File: src/rtl/ps2_host_tx.sv
// PS/2 host-to-device command transmitter: inhibit, request-to-send, frame shift, ACK check.
// Define PS2_TX_GLITCH_FILTER_EN to debounce the PS/2 clock before edge detection.
module ps2_host_tx #(
  parameter int INHIBIT_CYCLES = 5000,
  parameter int TIMEOUT_CYCLES = 750000,
  parameter int FILTER_LEN     = 8
) (
  input  logic       clk,
  input  logic       clrn,
  input  logic [7:0] tx_data,
  input  logic       tx_start,
  input  logic       ps2_clk_i,
  input  logic       ps2_data_i,
  output logic       ps2_clk_oe,
  output logic       ps2_data_oe,
  output logic       busy,
  output logic       done,
  output logic       ack_err
);

  localparam int IW = $clog2(INHIBIT_CYCLES) + 1;
  localparam int TW = $clog2(TIMEOUT_CYCLES) + 1;

  typedef enum logic [2:0] {
    S_IDLE, S_INHIBIT, S_REQ, S_SHIFT, S_ACK, S_WAIT, S_DONE
  } state_t;

  state_t          state, state_nx;
  logic [1:0]      clk_sync, data_sync;
  logic            clk_lvl, clk_prev, fall, data_s;
  logic [8:0]      frame;
  logic            data_drv;
  logic [3:0]      bit_cnt;
  logic [IW-1:0]   inh_cnt;
  logic [TW-1:0]   to_cnt;
  logic            err;
  logic            to_hit, on_line, accept;

  // Two-flop synchronisers; idle line is high so reset to 1.
  always_ff @(posedge clk or negedge clrn) begin
    if (!clrn) begin
      clk_sync  <= 2'b11;
      data_sync <= 2'b11;
    end else begin
      clk_sync  <= {clk_sync[0], ps2_clk_i};
      data_sync <= {data_sync[0], ps2_data_i};
    end
  end

  assign data_s = data_sync[1];

`ifdef PS2_TX_GLITCH_FILTER_EN
  logic [FILTER_LEN-1:0] flt;

  // Level only moves after FILTER_LEN identical samples.
  always_ff @(posedge clk or negedge clrn) begin
    if (!clrn) begin
      flt     <= '1;
      clk_lvl <= 1'b1;
    end else begin
      flt <= {flt[FILTER_LEN-2:0], clk_sync[1]};
      if (&flt)
        clk_lvl <= 1'b1;
      else if (~|flt)
        clk_lvl <= 1'b0;
    end
  end
`else
  logic unused_cfg;
  assign unused_cfg = |FILTER_LEN;
  assign clk_lvl    = clk_sync[1];
`endif

  // Edge detector on the (optionally filtered) clock level.
  always_ff @(posedge clk or negedge clrn) begin
    if (!clrn) clk_prev <= 1'b1;
    else       clk_prev <= clk_lvl;
  end

  assign fall    = clk_prev & ~clk_lvl;
  assign on_line = (state == S_SHIFT) || (state == S_ACK) ||
                   (state == S_WAIT);
  assign to_hit  = on_line && (to_cnt >= TW'(TIMEOUT_CYCLES));
  assign accept  = (state == S_IDLE) && tx_start;

  // State register.
  always_ff @(posedge clk or negedge clrn) begin
    if (!clrn) state <= S_IDLE;
    else       state <= state_nx;
  end

  // Next state and pad/handshake outputs.
  always_comb begin
    state_nx    = state;
    ps2_clk_oe  = 1'b0;
    ps2_data_oe = 1'b0;
    busy        = 1'b1;
    done        = 1'b0;
    unique case (state)
      S_IDLE: begin
        busy = 1'b0;
        if (tx_start) state_nx = S_INHIBIT;
      end
      S_INHIBIT: begin
        ps2_clk_oe = 1'b1;
        if (inh_cnt == IW'(INHIBIT_CYCLES - 1))
          state_nx = S_REQ;
      end
      S_REQ: begin
        ps2_clk_oe  = 1'b1;
        ps2_data_oe = 1'b1;
        state_nx    = S_SHIFT;
      end
      S_SHIFT: begin
        ps2_data_oe = data_drv;
        if (fall && bit_cnt == 4'd9) state_nx = S_ACK;
      end
      S_ACK: begin
        if (fall) state_nx = S_WAIT;
      end
      S_WAIT: begin
        if (clk_lvl && data_s) state_nx = S_DONE;
      end
      S_DONE: begin
        busy     = 1'b0;
        done     = 1'b1;
        state_nx = S_IDLE;
      end
      default: state_nx = S_IDLE;
    endcase
    if (to_hit) begin
      ps2_data_oe = 1'b0;
      state_nx    = S_DONE;
    end
  end

  // Frame shifter, counters and error flag.
  always_ff @(posedge clk or negedge clrn) begin
    if (!clrn) begin
      frame    <= '0;
      data_drv <= 1'b0;
      bit_cnt  <= '0;
      inh_cnt  <= '0;
      to_cnt   <= '0;
      err      <= 1'b0;
    end else begin
      if (accept) begin
        frame   <= {1'b1, ~^tx_data, tx_data};
        err     <= 1'b0;
        inh_cnt <= '0;
        bit_cnt <= '0;
      end
      if (state == S_INHIBIT)
        inh_cnt <= inh_cnt + IW'(1);
      if (state == S_REQ) begin
        data_drv <= 1'b1;
        bit_cnt  <= '0;
      end
      if (state == S_SHIFT && fall) begin
        data_drv <= ~frame[0];
        frame    <= {1'b0, frame[8:1]};
        if (bit_cnt != 4'd9) bit_cnt <= bit_cnt + 4'd1;
      end
      if (state == S_ACK && fall && data_s)
        err <= 1'b1;
      if (fall || state == S_REQ)
        to_cnt <= '0;
      else if (on_line && to_cnt < TW'(TIMEOUT_CYCLES))
        to_cnt <= to_cnt + TW'(1);
      if (to_hit)
        err <= 1'b1;
      if (state == S_DONE || state == S_IDLE)
        data_drv <= 1'b0;
    end
  end

  assign ack_err = err;

endmodule

File: config.mk
export PLATFORM = sky130hd
export DESIGN_NAME = ps2_host_tx
export DESIGN_NICKNAME = d
export VERILOG_FILES = /design/src/rtl/ps2_host_tx.sv
export SDC_FILE = /design/constraint.sdc
export NUM_CORES = 1
export LEC_CHECK = 0
export ABC_AREA = 1
export CAP_MARGIN = 20
export CELL_PAD_IN_SITES_DETAIL_PLACEMENT = 1
export CELL_PAD_IN_SITES_GLOBAL_PLACEMENT = 1
export CORE_ASPECT_RATIO = 0.5
export CORE_MARGIN = 2
export CORE_UTILIZATION = 44
export CTS_BUF_LIST = sky130_fd_sc_hd__clkbuf_8
export CTS_CLUSTER_SIZE = 20
export DETAILED_ROUTE_END_ITERATION = 16
export DONT_BUFFER_PORTS = 1
export PLACE_DENSITY = 0.82
export SETUP_SLACK_MARGIN = 0.05
export SLEW_MARGIN = 0
export SYNTH_ARGS = -nofsm -noshare
export SYNTH_HDL_FRONTEND = slang
export SYNTH_SLANG_ARGS = --single-unit
File: constraint.sdc
create_clock -name clk -period 1.3 [get_ports clk]
set_input_delay 0.13 -clock clk [delete_from_list [all_inputs] [get_ports clk]]
set_output_delay 0.13 -clock clk [all_outputs]
set_load 0.03 [all_outputs]
==> results.txt, run 1 <==
The flow did not finish. The run ended at 4_1_cts. The tool reported: "[ERROR DPL-0033] detailed placement checks failed during check placement". The chip height is 66.9 um. The total clock sinks is 58. The number of buffer cells added on primary ports is 0. The share of the Yosys chip area taken by registers is 41.9%. The net count after synthesis is 492. The root buffer selected by CTS is clkbuf_8. Routability-driven placement finished with a final weighted congestion of 0.900.

The count of standard-cell rows is 22. The total number of yosys warnings came out at 0. Yosys mapped the design onto 30 distinct sky130hd cell types. Once placement finished, the instance area stood at 4340 sq um. The number of levels the H-tree was split into is 3. Summing the areas of all fa, ha and maj instances in the mapped netlist gives 1.80% of the synthesized area. At the placement stage, the worst setup path has a slack of -0.253 ns.

After synthesis, the largest family of logic cells by area is simple AND/OR/NAND/NOR gates. The initial cell density of the core came out at 46.5%. The area share of and/or/nand/nor cells after synthesis is 34.8%.

The post-synthesis compound-gate area fraction is 7.55%. The number of instances resized during post-cts repair is 127. The post-DP HPWL is 8.48 mm. The buffer levels on the longest clock path is 2. The flop and latch count out of synthesis is 58. The number of setup buffers added after CTS is 29. The hold-fix buffer count after cts came out at 6. The xor and xnor area share after synthesis is 5.79%. The mux share of post-synthesis cell area came out at 0.324%. The clock buffer count from CTS came out at 9.

The count of mapped cells out of synthesis came out at 474. The horizontal die dimension is 130 um. The number of primary I/O pins is 18. The post-synthesis area per instance came out at 7.34 sq um.

The cell area after technology mapping came out at 3480 sq um.
-- synthesized netlist by cell type --
cell type,n,area [sq um]
nand3_2,4,40.0
inv_1,46,173
o21bai_1,1,7.51
nor2_2,3,18.8
nand2_1,129,484
buf_6,4,45.0
and2_1,1,6.26
o21ai_2,2,17.5
mux2_2,1,11.3
nor2_1,68,255
o22ai_1,12,75.1
inv_2,6,22.5
ha_1,5,62.6
a21oi_1,7,35.0
nor3_1,9,45.0
o21ai_0,18,90.1
buf_2,7,35.0
a22o_1,1,8.76
nand3_1,49,245
nand4_1,8,50.1
a31oi_1,1,6.26
nand3b_1,4,30.0
nand2_2,2,12.5
xor2_1,14,123
o211ai_1,1,7.51
dfstp_2,5,131
xnor2_1,9,78.8
nand2_4,2,22.5
o31ai_1,2,15.0
dfrtp_1,53,1330
-- cells by family after synthesis --
kind of cell | Yosys count
adder cells (fa/ha/maj) | 5
XOR/XNOR | 23
AO/OA/AOI/OAI | 45
multiplexers | 1
flip-flops | 58
AND/OR/NAND/NOR | 279
buffers and inverters | 63
-- stage by stage --
stage | std cells | setup TNS [ns] | hold WS (ns) | util, %
after floorplan | 474 | -1.81 | -0.166 | -
after global placement | 660 | -4.27 | -0.164 | 58.0
after detailed placement | 660 | -8.38 | -0.165 | 58.0
==> run 2: changes to the inputs <==
==> config.mk (replaced) <==
export PLATFORM = sky130hd
export DESIGN_NAME = ps2_host_tx
export DESIGN_NICKNAME = d
export VERILOG_FILES = /design/src/rtl/ps2_host_tx.sv
export SDC_FILE = /design/constraint.sdc
export NUM_CORES = 1
export LEC_CHECK = 0
export ABC_AREA = 1
export CAP_MARGIN = 20
export CORE_MARGIN = 2
export CORE_UTILIZATION = 35
export DETAILED_ROUTE_END_ITERATION = 16
export DONT_BUFFER_PORTS = 1
export PLACE_DENSITY_LB_ADDON = 0.15
export SLEW_MARGIN = 0
export SYNTH_ARGS = -nofsm -noshare
export SYNTH_HDL_FRONTEND = slang
export SYNTH_SLANG_ARGS = --single-unit
==> constraint.sdc (replaced) <==
create_clock -name clk -period 1.7 [get_ports clk]
set_input_delay 0.17 -clock clk [delete_from_list [all_inputs] [get_ports clk]]
set_output_delay 0.17 -clock clk [all_outputs]
set_load 0.03 [all_outputs]
==> run 2 against run 1 <==
Effect of this change:
- the run now ends clean
- area after synthesis unchanged
- synthesized cell count unchanged
==> results.txt, run 2 <==
The number of iterations in the first detailed-routing pass is 4. The chip height was 104 um (+55%). The number of nets still failing antenna checks after routing is 0. The final number of setup-violating endpoints came out at 0. The flop and latch count out of synthesis is 58 (unchanged). The initial cell density of the core came out at 35.8% (-11 points). The count of mapped cells out of synthesis came to 474 (unchanged). The worst hold path stage count came out at 2.

Entering global routing, the biggest net connects 59 pins. Measured against its own limit, the worst slew margin works out to 75.5%. The count of different cell masters after synthesis came to 30 (unchanged). The region available for standard cell placement spans 9730 sq um. The fmax came out at 0.600 GHz. Setup slack on the worst reg-to-reg path comes out at 0.14 ns.

The depth of the most critical reg-to-reg path is 10. The fraction of final layout cells sized beyond drive strength 1 is 17.8%. The kind of cell adding the most delay to the critical path is flip-flops. The buffer levels on the longest clock path came out at 2 (unchanged).

The synthesized design spends more area on one cell type than any other, namely dfrtp_1. Summed over all layers, the global routing overflow is 0. The overall fraction of global-route tracks in use is 16.3%. The total clock sinks is 58 (unchanged). The post-synthesis area per instance came out at 7.34 sq um (unchanged). The clock buffer count from CTS is 9 (unchanged).

The cell area after technology mapping was 3480 sq um (unchanged). Among all stages on the critical path, the largest delay is contributed by dfrtp_1. Subtracting the final worst setup slack from the clock period gives 1.67 ns. The number of flops mapped to enable cells by yosys came to 0 (unchanged). The worst setup path is of the register to primary output kind. The highest layer touched by signal routing is met4. The number of buffer cells added on primary ports came out at 0 (unchanged). The area added between synthesis and finish is 19.8%. The critical path contains buffers and inverters numbering 2 combined. The post-route clock period utilization came out at 98.0%. The net count after synthesis was 492 (unchanged). The initial antenna violation count came out at 0. The final number of hold-violating endpoints is 0. The end of the worst register-to-register path is to_cnt[2]. The count of standard-cell rows came out at 36 (+64%).

Walking the worst path, the cells encountered are buf_4 > nand4_1 > nand2_1 > nand2_2 > nand2_2 > a21oi_2 > buf_6. The tightest min-delay check is of the input port to register type. The area fraction of the dominant cell type after synthesis came out at 38.1% (unchanged). STA classifies the critical path startpoint as a register. The highest ir drop seen on vdd came out at 0.597 mV.

In this design, the stage delay of the slowest critical-path cell is 0.40 ns. The number of primary I/O pins is 18 (unchanged). The largest registers in the layout are to_cnt (21), inh_cnt (14), frame (9). The die covers 10800 sq um.

The total DRC errors in the routed layout is 0. The instance count on the critical path came out at 7. The total non-filler cell area in the finished layout is 4170 sq um. The tree is rooted in a clkbuf_8.

The number of global-route vias before repair is 3189. Clock-pin slew was measured on the worst setup and hold paths at 0.08 ns. The count of max-cap constraint violations came out at 0.

The detailed router's first-iteration violation count is 71. After detailed routing, the met2 layer carries 4.05 mm of wire. The number of vias per cell after detailed routing came out at 4.76. The actual transition at the worst max-transition pin came out at 0.365 ns. The detailed-routing wirelength on met1 is 3.66 mm.

The arrival time at the worst endpoint came out at 1.50 ns. Summed over all cells, the static leakage comes to 1.97 nW. The async set-or-reset flop fraction in the synthesized netlist came out at 100% (unchanged). The worst hold path begins at tx_data[5]. The fraction of the yosys area taken by sequential cells came out at 41.9% (unchanged). The first global-routing pass estimated 14.4 mm of wire.

The clock insertion delay at the later pin of the skew report came out at 0.34 ns. The placed cell area came to 3740 sq um (-14%). The leading cell type in the layout, fill and taps excluded is nand2_1. The number of levels the H-tree was split into is 3 (unchanged). By area the synthesized netlist is led by dfrtp_1, nand2_1, nor2_1, nand3_1, inv_1. By count the netlist is led by nand2_1, nor2_1, dfrtp_1, nand3_1, inv_1. For the final database, setup skew stands at 0.0151 ns. TritonCTS built the clock tree. The count of inserted antenna diode cells came out at 0. The worst register-to-register path begins at to_cnt[17]. The areal power density over the cells came out at 1290 nW/um^2. STA classifies the critical path endpoint as a primary output. After routing, the total negative slack on setup checks comes to 0 ns. The horizontal die dimension came out at 104 um (-20%). For this run, the post-layout net count is 529. The number of vias after detailed routing is 3088. Wires add up to 8.13 mm.

The library cells used most frequently in the layout, excluding fill and tap cells, are nand2_1, nor2_1, dfrtp_1. The flow ran to the end, and the final reports show no timing, DRC or antenna violations. Data on the critical path is required at its endpoint by 1.53 ns. The most numerous cell on the critical path is nand2_2.

The maximum net fanout on the critical path came out at 4. The final-report max-slew violation count is 0. The total number of yosys warnings is 0 (unchanged). In the synthesized netlist the dominant register cell turns out to be dfrtp_1.

Setup repair after global routing could not meet its margin everywhere. In the final routed layout, each cell accounts on average for 12.5 um. The flip-flop count of the largest register, all copies and words added came out at 21. The met3 wire length is 292 um. Yosys instantiated no cell more often than nand2_1. The final weighted congestion of routability-driven global placement came to 0.861 (-4.3%). The endpoint with the worst hold slack is frame[5]. The post-DP HPWL is 5.71 mm (-33%). Ranked by flip-flop count, first place goes to to_cnt.
==> run 2: worst max-delay path by stage <==
stage                     from          end
floorplan             state[1]     data_drv
global placement      state[2]     frame[0]
detailed placement  inh_cnt[0]  inh_cnt[10]
CTS                  to_cnt[9]  ps2_data_oe
global route         to_cnt[9]  ps2_data_oe
finish               to_cnt[8]  ps2_data_oe
==> run 2: cells by family (layout without fill, tap and decap cells) <==
logic type / Yosys count / after routing / share of synthesized area [%]
DFF: 58 / 58 / 41.9
muxes: 1 / 1 / 0.323
and+or+nand+nor: 279 / 279 / 34.8
buffers and inverters: 63 / 105 / 7.91
AOI/OAI and AO/OA: 45 / 45 / 7.55
adders and majority gates: 5 / 5 / 1.80
xor gates and xnor gates: 23 / 23 / 5.79
==> run 2: worst reg2reg max path: stages, from the launching register on <==
cell	delay, ns
dfrtp_1	0.39
nand2_2	0.09
o21ai_1	0.08
a21oi_2	0.18
buf_4	0.13
buf_4	0.09
nand3_2	0.13
buf_6	0.19
inv_2	0.08
nand3_1	0.07
nand2_1	0.07
==> run 2: final cells by class <==
| cell class | count | area, sq um |
|---|---|---|
| clock buffer | 12 | 155 |
| clock inverter | 4 | 73.8 |
| fill | 1037 | 5560 |
| inverter | 52 | 195 |
| multi-input combinational | 353 | 1800 |
| sequential | 58 | 1460 |
| tap | 133 | 166 |
| timing repair buffer | 37 | 317 |
==> run 2: per-layer routing <==
layer	vias up	track usage, %
li1	1600	-
met1	1430	19.1
met2	47	28.5
met3	11	4.41
met4	0	6.56
met5	-	0
==> run 2: repair_timing <==
item	4_1_cts	5_1_grt
hold endpoints to repair	60	0
buffers inserted	10	1
endpoints found under the setup margin	2	35
pin swaps	8	4
resized for setup	11	13
hold buffers	4	0
==> run 2: power breakdown <==
part | switching [mW] | total, mW | internal, mW
clock | 0.585 | 1.49 | 0.907
sequential | 0.287 | 1.96 | 1.67
combinational | 1.25 | 1.91 | 0.662
total | 2.12 | 5.36 | 3.24
==> run 2: per-stage QoR <==
stage / utilization, % / hold slack [ns] / cells / total power, mW / setup slack (ns)
after floorplan: - / -0.126 / 474 / 3.30 / 0.109
after global placement: 38.4 / -0.124 / 618 / 3.75 / 0.0790
after detailed placement: 38.4 / -0.124 / 618 / 3.78 / 0.0606
after CTS: 42.4 / 0.0116 / 648 / 5.36 / -0.0408
after global routing: 42.9 / 0.0188 / 649 / 5.76 / -0.106
final: 42.9 / 0.0312 / 649 / 5.36 / 0.0337
Power figures use the tool's default switching activity.
==> run 3: changes to the inputs <==
--- a/config.mk
+++ b/config.mk
@@ -7,6 +7,7 @@
 export LEC_CHECK = 0
 export ABC_AREA = 1
 export CAP_MARGIN = 20
+export CORE_ASPECT_RATIO = 1.25
 export CORE_MARGIN = 2
 export CORE_UTILIZATION = 35
 export DETAILED_ROUTE_END_ITERATION = 16
==> run 3 against run 2 <==
Effect of this change:
- count of clock-buffer cells in the layout down 1
- register-to-register slack worse by 0.03 ns
- clock power up 11%
- design area up 1.7%
- core utilization up 1.0 points
- worst hold slack better by 0.027 ns
- routed wire length up 4.1%
- final cell count down 0.46%
- combinational power about the same
- global-route usage up 1.1 points
- total power up 3.3%
==> results.txt, run 3 (synthesis gave the netlist of run 2 again) <==
The clock buffer count from CTS came out at 9 (unchanged). The internal reg-to-reg setup slack came out at 0.11 ns (-0.03 ns). The required time at the endpoint of the critical path came out at 1.53 ns (about the same). The clock insertion delay at the later pin of the skew report came out at 0.33 ns (about the same). The clock-pin slew on the worst setup and hold paths is 0.05 ns (-0.03 ns). The overall fraction of global-route tracks in use came out at 17.4% (+1.1 points).

The count of max-cap constraint violations came to 0 (unchanged). The total congestion overflow after global routing came to 0 (unchanged). The remaining max-slew budget at the tightest pin came out at 74.8% (-0.79 points).

The utilization after layout came to 43.9% (+1.0 points). The buffer levels on the longest clock path is 2 (unchanged). The overall routed net length came out at 8.47 mm (+4.1%).

The number of global-route vias before repair came out at 3256 (+2.1%). The start of the worst register-to-register path is to_cnt[16]. TritonCTS built the clock tree.

The library cell used most frequently in the layout, excluding fill and tap cells, is nand2_1. The actual transition at the worst max-transition pin came out at 0.377 ns (+0.0118 ns). The flip-flop count of the largest register, all copies and words added is 21 (unchanged). The area of the core came to 9660 sq um (-0.72%). The maximum net fanout on the critical path came out at 2 (-2). The post-route clock skew was 0.0128 ns (-0.00238 ns). The largest registers in the layout are to_cnt (21), inh_cnt (14), frame (9).

The arrival time at the worst endpoint came to 1.50 ns (about the same). The detailed router's first-iteration violation count came out at 148 (+110%). The final worst hold slack is 0.0585 ns (+0.0273 ns). The critical path starts at to_cnt[9]. The root buffer selected by CTS is clkbuf_16. The flow ran to the end, and the final reports show no timing, DRC or antenna violations. The total DRC errors in the routed layout came to 0 (unchanged). The post-route setup TNS is 0 ns (unchanged). The signal on the critical path passes through nor2_1 > nand2_1 > nor2_1 > nand2_1 > nand2_2 > nand2_2 > a21oi_2 > buf_6. The initial antenna violation count came out at 0 (unchanged). The kind of capture point of the worst setup path is a primary output. The number of vias per cell after detailed routing is 4.85 (+1.9%). The fraction of final layout cells sized beyond drive strength 1 is 18.8% (+1.0 points). The maximum number of pins on one net before global-route repair is 59 (unchanged). Setup repair after global routing could not meet its margin everywhere. The number of primary I/O pins came out at 18 (unchanged). The total clock sinks is 58 (unchanged). The slowest stage cell on the critical path is dfrtp_2. The final-report max-slew violation count came out at 0 (unchanged). The final number of setup-violating endpoints is 0 (unchanged). The leakage power summed over all cells came out at 2.02 nW (+2.5%).

The buffers plus inverters on the worst setup path is 1 (-1). The areal power density over the cells is 1310 nW/um^2 (+1.6%). The die area is 10800 sq um (about the same). The chip height came out at 115 um (+11%). The number of buffer cells added on primary ports came to 0 (unchanged). The number of vias after detailed routing is 3133 (+1.5%). The area added between synthesis and finish came out at 21.9%. The layout net count was 533 (+0.76%).

The number of iterations in the first detailed-routing pass came out at 4 (unchanged). More flip-flops sit in one register than any other, and that register is to_cnt. The worst hold path begins at tx_data[7]. The count of standard-cell rows came to 40 (+11%). The post-route clock period utilization is 98.3% (+0.24 points). The critical path's largest stage delay was 0.41 ns (about the same).

The horizontal die dimension is 93.2 um (-10%). The final weighted congestion of routability-driven global placement came out at 0.893 (+3.7%). The worst hold path belongs to the class input port to register. Grouping stages by cell kind, the critical path spends the most delay in simple AND/OR/NAND/NOR gates. The count of inserted antenna diode cells was 0 (unchanged). The number of nets still failing antenna checks after routing is 0 (unchanged). The library cells used most frequently in the layout, excluding fill and tap cells, are nand2_1, nor2_1, nand3_1. The critical path in this run is classified as register to primary output.

The final critical path time including I/O delays and setup came out at 1.67 ns (+0.00408 ns). The worst setup path is launched from a register. The detail-routed net length per standard cell is 13.1 um (+4.6%). The first-pass GRT wire length is 14.8 mm (+3.4%). The initial cell density of the core came out at 36.0% (+0.26 points). The post-DP HPWL came out at 5.88 mm (+3.1%). The highest ir drop seen on vdd came out at 0.623 mV (+4.3%). The final number of hold-violating endpoints is 0 (unchanged). The number of levels the H-tree was split into is 3 (unchanged). The fmax was 0.599 GHz (-0.24%).
[run 3: report_power, final]
group          total, mW  leakage (nW)  internal [mW]  switching [mW]
Sequential          1.95         0.756           1.68           0.273
Combinational       1.94          1.14          0.682            1.26
Clock               1.65         0.131           1.02           0.636
[run 3: per-layer routing]
layer	wire, um	global-route usage, %
met5	0	0
met4	138	7.75
met3	231	3.97
met2	4430	30.8
met1	3670	20.1
[run 3: per-stage QoR]
stage | setup slack (ns) | total power, mW | instance area [sq um] | std cells
global route | -0.143 | 5.98 | 4240 | 646
detailed placement | 0.0956 | 3.80 | 3690 | 606
global placement | 0.142 | 3.76 | 3690 | 606
CTS | -0.0124 | 5.56 | 4130 | 637
finish | 0.0296 | 5.54 | 4240 | 646
floorplan | 0.109 | 3.30 | 3490 | 474
[run 3: worst paths after layout]
kind	to	cells after the start
setup / recovery	ps2_data_oe	8
hold / removal	frame[7]	2
setup reg to reg	to_cnt[2]	10
hold reg to reg	data_sync[1]	0
max in group asynchronous	clk_sync[0]	2
min in group asynchronous	frame[2]	2
[run 3: layout make-up]
cell class                      count  area (sq um)
Clock inverter                      5          30.0
Sequential cell                    58          1470
Inverter                           52           195
Timing Repair Buffer               41           347
Clock buffer                       11           243
Fill cell                         971          5420
Tap cell                          126           158
Multi-Input combinational cell    353          1800
[run 3: repair_timing]
action | in CTS | in global routing
resized for setup | 10 | 17
setup buffers | 11 | 9
setup endpoints to repair | 1 | 29
hold endpoints to repair | 60 | 0
pin swaps | 6 | 7
hold buffers | 4 | 0
==> run 4: changes to the inputs <==
--- a/config.mk
+++ b/config.mk
@@ -12,6 +12,7 @@
 export CORE_UTILIZATION = 35
 export DETAILED_ROUTE_END_ITERATION = 16
 export DONT_BUFFER_PORTS = 1
+export GPL_ROUTABILITY_DRIVEN = 0
 export PLACE_DENSITY_LB_ADDON = 0.15
 export SLEW_MARGIN = 0
 export SYNTH_ARGS = -nofsm -noshare
==> results of run 4 <==
Same layout as run 3: the final DEF is identical, and so are final timing and power.
